--- src/rtl/multicycle_ctrl.sv ---
// Multicycle CPU control FSM with byte-serial instruction fetch.
// Waits on mem_ready in fetch and data-memory states; flags undecodable opcodes in DECODE.
module multicycle_ctrl #(
   parameter int WORD_BYTES = 4,
   parameter bit EN_BNE     = 1'b1
) (
   input  logic                  clk,
   input  logic                  rst,
   input  logic [5:0]            op,
   input  logic                  zero,
   input  logic                  mem_ready,
   output logic                  memread,
   output logic                  memwrite,
   output logic                  alusrca,
   output logic                  memtoreg,
   output logic                  iord,
   output logic                  pcen,
   output logic                  regwrite,
   output logic                  regdst,
   output logic [1:0]            pcsource,
   output logic [1:0]            alusrcb,
   output logic [1:0]            aluop,
   output logic [WORD_BYTES-1:0] irwrite,
   output logic [3:0]            current_state,
   output logic [1:0]            fetch_idx,
   output logic                  illegal_op
);

   typedef enum logic [3:0] {
      S_FETCH   = 4'b0001,
      S_BNEEX   = 4'b0010,
      S_DECODE  = 4'b0101,
      S_MEMADR  = 4'b0110,
      S_LBRD    = 4'b0111,
      S_LBWR    = 4'b1000,
      S_SBWR    = 4'b1001,
      S_RTYPEEX = 4'b1010,
      S_RTYPEWR = 4'b1011,
      S_BEQEX   = 4'b1100,
      S_JEX     = 4'b1101,
      S_ADDIEX  = 4'b1110,
      S_ADDIWR  = 4'b1111
   } state_t;

   localparam logic [5:0] OP_LB    = 6'b100000;
   localparam logic [5:0] OP_SB    = 6'b101000;
   localparam logic [5:0] OP_RTYPE = 6'b000000;
   localparam logic [5:0] OP_BEQ   = 6'b100100;
   localparam logic [5:0] OP_J     = 6'b100010;
   localparam logic [5:0] OP_ADDI  = 6'b001000;
   localparam logic [5:0] OP_BNE   = 6'b100101;

   localparam logic [1:0] LAST_BEAT = 2'(WORD_BYTES - 1);

   state_t     state, state_nx;
   logic [1:0] idx_nx;

   always_ff @(posedge clk or negedge rst) begin
      if (!rst) begin
         state     <= S_FETCH;
         fetch_idx <= 2'd0;
      end else begin
         state     <= state_nx;
         fetch_idx <= idx_nx;
      end
   end

   assign current_state = state;

   always_comb begin
      state_nx   = state;
      idx_nx     = fetch_idx;
      memread    = 1'b0;
      memwrite   = 1'b0;
      alusrca    = 1'b0;
      memtoreg   = 1'b0;
      iord       = 1'b0;
      pcen       = 1'b0;
      regwrite   = 1'b0;
      regdst     = 1'b0;
      pcsource   = 2'b00;
      alusrcb    = 2'b00;
      aluop      = 2'b00;
      irwrite    = '0;
      illegal_op = 1'b0;
      unique case (state)
         S_FETCH: begin
            memread = 1'b1;
            alusrcb = 2'b01;
            // rst gates the write strobes so nothing lands while reset is held
            if (mem_ready && rst) begin
               pcen    = 1'b1;
               irwrite = WORD_BYTES'(1) << fetch_idx;
               if (fetch_idx == LAST_BEAT) begin
                  idx_nx   = 2'd0;
                  state_nx = S_DECODE;
               end else begin
                  idx_nx = fetch_idx + 2'd1;
               end
            end
         end
         S_DECODE: begin
            alusrcb = 2'b11;
            case (op)
               OP_LB, OP_SB: state_nx = S_MEMADR;
               OP_RTYPE:     state_nx = S_RTYPEEX;
               OP_BEQ:       state_nx = S_BEQEX;
               OP_J:         state_nx = S_JEX;
               OP_ADDI:      state_nx = S_ADDIEX;
               OP_BNE: begin
                  if (EN_BNE) begin
                     state_nx = S_BNEEX;
                  end else begin
                     illegal_op = 1'b1;
                     state_nx   = S_FETCH;
                  end
               end
               default: begin
                  illegal_op = 1'b1;
                  state_nx   = S_FETCH;
               end
            endcase
         end
         S_MEMADR: begin
            alusrca  = 1'b1;
            alusrcb  = 2'b10;
            state_nx = (op == OP_SB) ? S_SBWR : S_LBRD;
         end
         S_LBRD: begin
            memread = 1'b1;
            iord    = 1'b1;
            if (mem_ready) state_nx = S_LBWR;
         end
         S_LBWR: begin
            regwrite = 1'b1;
            memtoreg = 1'b1;
            state_nx = S_FETCH;
         end
         S_SBWR: begin
            memwrite = 1'b1;
            iord     = 1'b1;
            if (mem_ready) state_nx = S_FETCH;
         end
         S_RTYPEEX: begin
            alusrca  = 1'b1;
            aluop    = 2'b10;
            state_nx = S_RTYPEWR;
         end
         S_RTYPEWR: begin
            regwrite = 1'b1;
            regdst   = 1'b1;
            state_nx = S_FETCH;
         end
         S_BEQEX, S_BNEEX: begin
            alusrca  = 1'b1;
            aluop    = 2'b01;
            pcsource = 2'b01;
            pcen     = (state == S_BEQEX) ? zero : ~zero;
            state_nx = S_FETCH;
         end
         S_JEX: begin
            pcsource = 2'b10;
            pcen     = 1'b1;
            state_nx = S_FETCH;
         end
         S_ADDIEX: begin
            alusrca  = 1'b1;
            alusrcb  = 2'b10;
            state_nx = S_ADDIWR;
         end
         S_ADDIWR: begin
            regwrite = 1'b1;
            state_nx = S_FETCH;
         end
         default: begin
            state_nx = S_FETCH;
            idx_nx   = 2'd0;
         end
      endcase
   end

endmodule

--- config.mk ---
export PLATFORM = sky130hd
export DESIGN_NAME = multicycle_ctrl
export DESIGN_NICKNAME = d
export VERILOG_FILES = /design/src/rtl/multicycle_ctrl.sv
export SDC_FILE = /design/constraint.sdc
export NUM_CORES = 1
export LEC_CHECK = 0
export ABC_AREA = 1
export BUFFER_PORTS_ARGS = -buffer_cell sky130_fd_sc_hd__buf_2
export CORE_MARGIN = 4
export CORE_UTILIZATION = 49
export DETAILED_ROUTE_END_ITERATION = 8
export GPL_TIMING_DRIVEN = 0
export PLACE_DENSITY = 0.84
export REMOVE_ABC_BUFFERS = 1
export SYNTH_ARGS = -nofsm -noshare
export SYNTH_HDL_FRONTEND = slang
export SYNTH_SLANG_ARGS = --single-unit
--- constraint.sdc ---
create_clock -name clk -period 4.1 [get_ports clk]
set_clock_uncertainty 0.05 [all_clocks]
set_input_delay 0.205 -clock clk [delete_from_list [all_inputs] [get_ports clk]]
set_output_delay 0.205 -clock clk [all_outputs]
set_load 0.005 [all_outputs]
==> reports/results.ini <==
[min_path]
hp-class=in -> reg

[worst_setup_path]
slowest_stage=dfrtp_1
critPathCaptureType=primary output
cpLargestDelayFamily=flip-flops
cp-endpoint=pcen
r2r_slack_ps=2600
crit_chain=nand4_1 -> xor2_1 -> a21oi_1 -> nand2_1 -> buf_2
r2r_start=current_state[0]
startpoint_type=flip-flop
rr_endpoint=current_state[3]
required_ps=3850
path_max_fanout=11
critPathArrivalTime_ps=1690
path_depth=5
max_stage_delay_ps=630
startpoint=current_state[3]
worst-path-buf-inv=1
path_class=reg -> out
worstRegToRegCells=7

[power]
power_frac_comb=0.494
p_leak_nw=0.579
powerDensity_nw_per_um2=297
power_switching_mw=0.119
clockPowerShare=0.202
sw_frac_of_total=0.420
worst_ir_drop_vdd_mv=0.238
pwr-share-seq=0.304
p_int_mw=0.164
p_total_mw=0.284

[finish]
final_area_um2=955
antennaDiodeCount=0
ff_latch_area_um2=151
multi_input_area_um2=507
fillers=134
drive_gt1_frac=0.376
nets=172
area_delta_synth_final_pct=28.9

[sta]
grt_setup_unrepaired=no
hold_violations=0
relSlewSlack=0.680
finalCritPeriodShare=0.475
max_freq_ghz=0.513
worst_slew_pin_slew_ps=480
drv_slew=0
fin_hold_ws_ps=246
finalSetupViolCount=0
fin_tns_setup_ps=0
period_needed_ps=1950

[cts]
cts-root-buf=clkbuf_4
clockBufferDepth=2
cts_tree=built
worstSkewPairLatency_ps=240
clock_sinks=6
numCtsBuffers=3
clk_pin_slew_worst_paths_ps=50
cts_htree_levels=1

[job]
maxCapViolCount=0

[place]
post_dp_cell_area_um2=918
dp_hpwl_um=1590
gp_congestion=0.820
port_buffers=34

[synthesis]
yosys_warnings=0
syn-cell-area_um2=741
ys_seq_area_frac=0.204
synth-seq-cells=6
syn-mean-instance-area_um2=6.22
synthCells=119
synth_cell_types=26

[routing]
drtIter0Drc=16
drc=0
ant_nets=0
vias=835
drt_first_pass_iters=4
post_drt_wl_per_cell_um=10.9
drt_wl_total_um=1880
vias_per_cell=4.85

[grt]
use_met2=0.317
antenna_found_initial=0
grtUsageMet3=0.0307
grt_overflow=0
grt-busiest-layer=met2
grt_pass1_wl_um=3080
grt_pass1_vias=758
grt.total_usage=0.193
grt_max_degree=12
grt_use_met1=0.256

[floorplan]
chipHeight_um=46.9
core_area_um2=1370
die_w_um=46.9
row_count=13
initial_utilization=0.542
die_area_um2=2200
ioPinCount=35

[outcome]
run_status=finished clean

[placed cells by master, fill, tap and decap left out, types with 2 or more instances in the layout]
cell       n
buf_2     34
clkbuf_4   3
dfrtp_1    5
ha_1       4
inv_1     13
inv_2      6
nand2_1   26
nand2_2    2
nand2_4    2
nand3_1   11
nand4_1    6
nor2_1    18
nor2_2     7
nor3_1     2
o21ai_0    2
o21ai_1    3
[cell usage after synthesis]
library cell | number | share of area
nor3_2 | 1 | 0.014
o31ai_2 | 1 | 0.017
nand4_1 | 6 | 0.051
o21a_1 | 1 | 0.010
a21oi_2 | 1 | 0.012
buf_6 | 1 | 0.015
nor3_1 | 2 | 0.014
xor2_1 | 1 | 0.012
inv_1 | 13 | 0.066
o21ai_1 | 3 | 0.020
o21bai_1 | 1 | 0.010
or2_1 | 1 | 0.0085
a21oi_1 | 1 | 0.0068
nor2_1 | 18 | 0.091
dfstp_2 | 1 | 0.035
o21ai_0 | 2 | 0.014
nand2_2 | 2 | 0.017
ha_1 | 4 | 0.068
o31ai_1 | 1 | 0.010
inv_2 | 6 | 0.030
nor2_2 | 7 | 0.059
nand2_4 | 2 | 0.030
nand3_1 | 11 | 0.074
nor2_4 | 1 | 0.015
dfrtp_1 | 5 | 0.17
nand2_1 | 26 | 0.13
[area by class of cell]
class | instances | share of cell area
Multi-Input combinational cell | 93 | 0.531
Timing Repair Buffer | 35 | 0.189
Sequential cell | 6 | 0.159
Inverter | 19 | 0.0747
Clock buffer | 4 | 0.0275
Tap cell | 15 | 0.0197
[registers in the layout, indices dropped and copies added (netlist names)]
name / flops
fetch_idx: 2
current_state: 4
[tightest hold or removal path, stage by stage]
cell and delay [ps]:
buf_2 110, a21oi_2 40, nand2_1 70, nand2_1 60
[repair_timing]
| item | 4_1_cts | 5_1_grt |
|---|---|---|
| hold endpoints to repair | 6 | 0 |
| hold buffers | 1 | 0 |
| setup buffers | 0 | 0 |
| resized for setup | 0 | 0 |
[power by group through the flow]
stage	Clock (mW)	Sequential [mW]	Combinational, mW
3_5_place_dp	0	0.0868	0.136
3_3_place_gp	0	0.0855	0.132
4_1_cts	0.0597	0.0860	0.138
2_1_floorplan	0	0.0863	0.0861
5_1_grt	0.0668	0.0880	0.160
6_report	0.0573	0.0863	0.140
[per-layer routing]
| layer | routed length (um) | up-vias |
|---|---|---|
| met4 | 0 | 0 |
| met2 | 890 | 34 |
| met1 | 835 | 345 |
| met5 | 0 | - |
| met3 | 155 | 0 |
| li1 | - | 456 |
[cell families after synthesis]
kind of cell | share of synthesized area
DFF | 0.204
AOI/OAI and AO/OA | 0.0997
and+or+nand+nor | 0.505
adders and majority gates | 0.0676
buffers and inverters | 0.111
xor gates and xnor gates | 0.0118
[stage by stage]
stage                     cells  utilization  setup WS [ps]
after floorplan             118            -           2640
after global routing        172        0.699           2010
after global placement      167        0.672           2460
final                       172        0.699           2150
after CTS                   172        0.699           2150
after detailed placement    167        0.672           2420
[how the worst min path moves through the flow]
stage                     startpoint                to  cells past startpoint
after floorplan                  rst  current_state[1]                      0
after global placement           rst      fetch_idx[1]                      1
after detailed placement         rst      fetch_idx[1]                      1
after CTS                  mem_ready  current_state[2]                      4
after global routing       mem_ready  current_state[3]                      3
final                      mem_ready  current_state[2]                      4
Note: power is estimated with default switching activity, not from simulation.
